--- src/rtl/serial_addition_pkg.sv ---
// Shared types and constants for the bit-serial adder.
package serial_addition_pkg;

    localparam int unsigned DEFAULT_WIDTH = 4;

    function automatic int unsigned cnt_width(input int unsigned w);
        return (w > 1) ? $clog2(w) : 1;
    endfunction

    localparam int unsigned CNT_W = cnt_width(DEFAULT_WIDTH);

    typedef enum logic [1:0] {
        IDLE = 2'd0,
        RUN  = 2'd1,
        DONE = 2'd2
    } state_t;

endpackage

--- src/rtl/full_adder_bit.sv ---
// Single-bit combinational full adder used for the per-cycle serial add.
module full_adder_bit (
    input  logic a,
    input  logic b,
    input  logic cin,
    output logic s,
    output logic cout
);

    assign s    = a ^ b ^ cin;
    assign cout = (a & b) | (cin & (a ^ b));

endmodule

--- src/rtl/serial_addition.sv ---
// Bit-serial adder: one bit pair per cycle, LSB first, WIDTH+1-bit registered result.
// Define SERIAL_ADDITION_OVF_EN to enable the registered two's-complement overflow flag.
module serial_addition
    import serial_addition_pkg::*;
#(
    parameter int unsigned WIDTH = DEFAULT_WIDTH
) (
    input  logic             clk,
    input  logic             rst,
    input  logic             start,
    input  logic [WIDTH-1:0] A,
    input  logic [WIDTH-1:0] B,
    output logic             busy,
    output logic             done,
    output logic [WIDTH:0]   Y,
    output logic             ovf
);

    localparam int unsigned CW = cnt_width(WIDTH);

    state_t           r_state;
    state_t           w_state_next;
    logic [WIDTH-1:0] r_a;
    logic [WIDTH-1:0] r_b;
    // Holds the WIDTH-1 sum bits already produced; the last one goes straight into Y.
    logic [WIDTH-2:0] r_sum;
    logic             r_carry;
    logic [CW-1:0]    r_cnt;
    logic [WIDTH:0]   r_y;
    logic             w_s;
    logic             w_cout;
    logic             w_last;

    full_adder_bit u_fa (
        .a    (r_a[0]),
        .b    (r_b[0]),
        .cin  (r_carry),
        .s    (w_s),
        .cout (w_cout)
    );

    always_ff @(posedge clk) begin
        if (rst) begin
            r_state <= IDLE;
        end else begin
            r_state <= w_state_next;
        end
    end

    always_comb begin
        w_state_next = r_state;
        w_last       = 1'b0;
        unique case (r_state)
            IDLE: begin
                if (start) begin
                    w_state_next = RUN;
                end
            end
            RUN: begin
                w_last = (r_cnt == CW'(WIDTH - 1));
                if (w_last) begin
                    w_state_next = DONE;
                end
            end
            DONE:    w_state_next = IDLE;
            default: w_state_next = IDLE;
        endcase
    end

    always_ff @(posedge clk) begin
        if (rst) begin
            r_a     <= '0;
            r_b     <= '0;
            r_sum   <= '0;
            r_carry <= 1'b0;
            r_cnt   <= '0;
            r_y     <= '0;
        end else begin
            case (r_state)
                IDLE: begin
                    if (start) begin
                        r_a     <= A;
                        r_b     <= B;
                        r_carry <= 1'b0;
                        r_cnt   <= '0;
                    end
                end
                RUN: begin
                    r_a     <= r_a >> 1;
                    r_b     <= r_b >> 1;
                    r_sum   <= {w_s, r_sum[WIDTH-2:1]};
                    r_carry <= w_cout;
                    r_cnt   <= r_cnt + CW'(1);
                    if (w_last) begin
                        r_y <= {w_cout, w_s, r_sum};
                    end
                end
                default: ;
            endcase
        end
    end

`ifdef SERIAL_ADDITION_OVF_EN
    logic r_ovf;
    logic w_ovf_last;

    // On the last RUN cycle r_a[0]/r_b[0] are the operand sign bits and w_s is the sum sign.
    assign w_ovf_last = (r_a[0] == r_b[0]) && (w_s != r_a[0]);

    always_ff @(posedge clk) begin
        if (rst) begin
            r_ovf <= 1'b0;
        end else if (w_last) begin
            r_ovf <= w_ovf_last;
        end
    end

    assign ovf = r_ovf;
`else
    assign ovf = 1'b0;
`endif

    assign busy = (r_state == RUN);
    assign done = (r_state == DONE);
    assign Y    = r_y;

endmodule

--- config.mk ---
export PLATFORM = sky130hd
export DESIGN_NAME = serial_addition
export DESIGN_NICKNAME = d
export VERILOG_FILES = /design/src/rtl/serial_addition_pkg.sv /design/src/rtl/full_adder_bit.sv /design/src/rtl/serial_addition.sv
export SDC_FILE = /design/constraint.sdc
export NUM_CORES = 1
export LEC_CHECK = 0
export BUFFER_PORTS_ARGS = -buffer_cell sky130_fd_sc_hd__buf_2
export CORE_AREA = 8 8 50 52
export DETAILED_ROUTE_END_ITERATION = 10
export DIE_AREA = 0 0 58 60
export PLACE_DENSITY_LB_ADDON = 0.1
export SETUP_SLACK_MARGIN = 0.5
export SLEW_MARGIN = 10
export SYNTH_ARGS = -nofsm -noshare
export SYNTH_HDL_FRONTEND = slang
export SYNTH_SLANG_ARGS = --single-unit
--- constraint.sdc ---
create_clock -name clk -period 1.9 [get_ports clk]
set_input_delay 0.38 -clock clk [delete_from_list [all_inputs] [get_ports clk]]
set_output_delay 0.38 -clock clk [all_outputs]
set_load 0.05 [all_outputs]
=== Word-level counts from Yosys, hierarchy flattened ===
Cells that the tools add are included.

* Bits in registers: 21
* Bits of input ports: 11
* Output and inout port bits: 8
* Logic and storage cells: 35

* Add/sub/neg operators: 1
* Eq/ne operators: 5
* Muxes and demuxes: 12
* Bitwise logic cells: 5
* Reductions and logical operators: 5

{| class="wikitable"
|+ Operator list
! cell !! count
|-
| 4-bit one-hot mux with 2 select lines || 2
|-
| 4-bit 2-to-1 mux || 2
|-
| 2-bit one-hot mux with 2 select lines || 2
|-
| 2-bit 2-to-1 mux || 3
|-
| 2-bit AND reduction || 3
|-
| 2-bit equality test (second input constant) || 2
|-
| 2-bit by 1-bit adder with 2-bit output (second input constant) || 1
|-
| 1-bit AND || 2
|-
| 2-bit by 1-bit equality test with 1-bit output (second input constant) || 1
|-
| 2-bit logical NOT || 1
|-
| 1-bit 2-to-1 mux || 2
|-
| 2-bit by 1-bit != test with 1-bit output (second input constant) || 1
|-
| 2-bit != test (second input constant) || 1
|-
| 1-bit one-hot mux with 2 select lines || 1
|-
| 2-bit nonzero test || 1
|-
| 1-bit bitwise XOR || 2
|-
| 1-bit OR || 1
|}

=== Depth between registers and ports, before layout ===
* Depth in word-level cells: 4
* Mapped depth: 4
* Gate-level depth less buffers: 4

=== Hierarchy ===
A second synthesis with hierarchy kept.

* Cell total of the unflattened synthesis: 89
* Area total of the unflattened synthesis: 925.9 um^2

{| class="wikitable"
|+ By module, submodules not included
! module !! times used !! cells each !! area each (um^2) !! sequential area each (um^2)
|-
| serial_addition || 1 || 88 || 905.9 || 420.4
|-
| full_adder_bit || 1 || 1 || 20.0 || 0.0
|}

=== Worst setup path before layout ===
OpenSTA, ideal clock, no wires.

* Path kind: register to output
* From: register r_state[0]
* To: output port done
* Arrival: 1.203 ns
* Data required time: 1.520 ns
* Slack: 0.317 ns
* Stages on the path, launching flop included: 3
* Buffers on the path: 1
* Cell sequence: dfxtp_1 buf_4 nor2b_1

* Word-level cells in the longest chain between the ends: 1

{| class="wikitable"
|+ Ends and longest elaborated chain
! what !! RTL line !! source
|-
| start: declaration || serial_addition.sv:21 || <nowiki>state_t r_state;</nowiki>
|-
| start signal: assignment || serial_addition.sv:46 || <nowiki>r_state <= w_state_next;</nowiki>
|-
| 2-bit equality test || serial_addition.sv:124 || <nowiki>assign done = (r_state == DONE);</nowiki>
|-
| end: declaration || serial_addition.sv:14 || <nowiki>output logic done,</nowiki>
|}

Every way passes these cells.

=== Worst setup path in the final report ===
Same ends and word-level chain as after synthesis.

==> metrics.md <==
| Metric | Value |
|---|---|
| Status | finished, final reports clean |
| Synth area leaders | dfxtp_1, mux2i_1, a211oi_2 |
| Num ports | 19 |
| Setup_tns | 0 ps |
| Core Region | about 0.0018 sq mm |
| Clock latency on the worst-skew pair | around 300 ps |
| Internal | approximately 0.60 mW |
| Initial Utilization | between 50% and 60% |
| CP Data Required Time | between 1500 and 2000 ps |
| Dpl hpwl | 1.21 mm |
| Max-slew violations | 0 |
| Synthesis-to-layout area growth | 17.1% |
| CTS tree | done |
| Clk buf depth | 2 |
| Seq/Total Area, Yosys | 46.1% |
| Max rail drop VDD | around 0.00045 V |
| Core Util, Final | ~59% |
| Root Buffer | clkbuf_4 |
| Comb pwr share | ~16% |
| Die height | ~60 um |
| Yosys warns | 0 |
| Antenna violations before repair | 0 |
| Sequential power share | 58.7% |
| Clock transition at path regs | between 100 and 150 ps |
| Detail Route Antenna Nets | 0 |
| CP Launch Type | flop |
| WS Path Type | reg -> out |
| Routed WL per cell | around 13 um |
| # rows | 16 |
| Cts hold-fix bufs | 0 |
| Worst clock skew | between 6 and 7 ps |
| Final Hold Fails | 0 |
| Vias per cell | approximately 5.3 |
| #FFs+latches synth | 21 |
| Total track usage | 10.1% |
| Share of cells above drive strength 1 | 34.3% |
| Pin count of the biggest net entering global routing | 22 |
| Final Wtd Congestion | ~0.75 |
| Synthesized area per cell | between 10 and 15 sq um |
| Final hold slack | 332 ps |
| Synth top area share | around 46% |
| Die area | 0.00348 sq mm |
| NetSw | between 0.2 and 0.25 mW |
| Routed vias | ~670 |
| Max-Cap Viols | 0 |
| Crit path arrival time | a little over 1000 ps |
| Critical path fanouts, max | 3 |
| Mapped Cells | 89 |
| CTS sink count | 21 |
| Final Total Pwr | between 0.8 and 0.9 mW |
| LEAKAGE | between 0.4 and 0.5 nW |
| Commonest non-fill, non-tap cell in the layout | dfxtp_1 |
| DRC | 0 |
| Synthesized Nets | ~100 |
| Die span in x | approximately 58 um |
| Sw Ratio | between 20% and 30% |
| 1st-pass router iterations | 4 |
| Hold WC Path Type | in -> reg |
| Crit share post-route | about three quarters |
| Clk pwr share | about 26% |
| Mapped cell area | ~910 sq um |
| Final #Nets | about 120 |
| Fillers | ~170 |
| CTS HTree Levels | 1 |
| Power per Cell Area | about 750 mW/mm^2 |
| # diodes | 0 |
| Cell taking the most area after synthesis | dfxtp_1 |
| Fin crit period | ~1400 ps |
| Endpoint type of the worst setup path | output pin |
| Port buffer count | 17 |
| Commonest non-fill, non-tap cells in the layout | dfxtp_1, nor2_1, buf_2, mux2i_1, a211oi_2 |
| Setup Viol. Count Final | 0 |
| Initial drt markers | 12 |
| Vias in the first global route | about 650 |
| Fmax | roughly 700 MHz |
| Total CTS buffers | 3 |
| GRT Residual Overflow | 0 |
| Post-synth cell types | 23 |
| DRT Wirelength | 1.66 mm |
| First-pass GRT wire length | 2.75 mm |
| RSZ-0062 raised after global routing | yes |
path summary, 6_finish.rpt:
check / from / endpoint / slack [ps] / cells past startpoint
max: r_state[0] / done / 500 / 3
min: A[3] / r_a[3] / 330 / 3
max reg2reg: r_state[0] / r_b[0] / 600 / 5
min reg2reg: Y[1] / Y[1] / 460 / 2
power groups by stage:
stage | Combinational, mW | Sequential, mW | Clock [mW]
5_1_grt | 0.141 | 0.477 | 0.229
6_report | 0.127 | 0.473 | 0.206
4_1_cts | 0.127 | 0.474 | 0.215
2_1_floorplan | 0.0972 | 0.482 | 0
3_5_place_dp | 0.116 | 0.485 | 0
3_3_place_gp | 0.114 | 0.484 | 0
synthesized netlist by cell type:
cell      number
dfxtp_1       21
nor2_1        15
mux2i_1       10
a211oi_2       7
a21oi_1        5
nand2_1        5
nand3_1        5
a22oi_1        4
buf_4          3
buf_1          1
buf_8          1
clkbuf_1       1
conb_1         1
fa_1           1
ha_1           1
inv_1          1
nand3b_1       1
nor2b_1        1
nor2b_4        1
nor3_1         1
nor3b_1        1
o21ba_4        1
o21bai_1       1
cells by family after synthesis:
group	synth area share (%)
adder cells (fa/ha/maj)	3.57
other	0.411
flip-flops	46.1
buffers and inverters	5.35
AO/OA/AOI/OAI	18.2
AND/OR/NAND/NOR	15.4
multiplexers	11.0
metrics by stage:
stage,worst slack [ps],cell area (sq um),instances
global placement,653,992,120
CTS,481,1060,126
detailed placement,627,992,120
global route,455,1070,126
floorplan,574,915,89
finish,497,1070,126
worst max-delay path: stages (launching register included):
cell and delay (ps):
dfxtp_2 350, buf_8 120, nor2b_4 100, buf_6 160
per-layer routing:
metal / wire length [um] / track usage (%)
met5: 0 / 0
met4: 21 / 4.20
met2: 751 / 15.6
met3: 100 / 3.87
met1: 787 / 12.1
flip-flops by register name (all words and copies together) (netlist names):
name and cells:
r_state 2, r_cnt 2, Y 5, r_b 4
r_a 4, r_sum 3, r_carry 1
layout make-up:
class / count / area [sq um] / share of cell area (%)
multi-input combinational: 61 / 450 / 42.2
inverter: 1 / 3.75 / 0.351
timing repair buffer: 21 / 139 / 13.0
clock inverter: 1 / 5.00 / 0.468
sequential: 21 / 425 / 39.8
clock buffer: 3 / 22.5 / 2.11
tap: 18 / 22.5 / 2.11
timing repair:
action / 4_1_cts / 5_1_grt
endpoints found under the hold margin: 0 / 0
resized for setup: 10 / 1
setup endpoints to repair: 2 / 2
setup buffers: 2 / 0
Note: power is estimated with default switching activity, not from simulation.
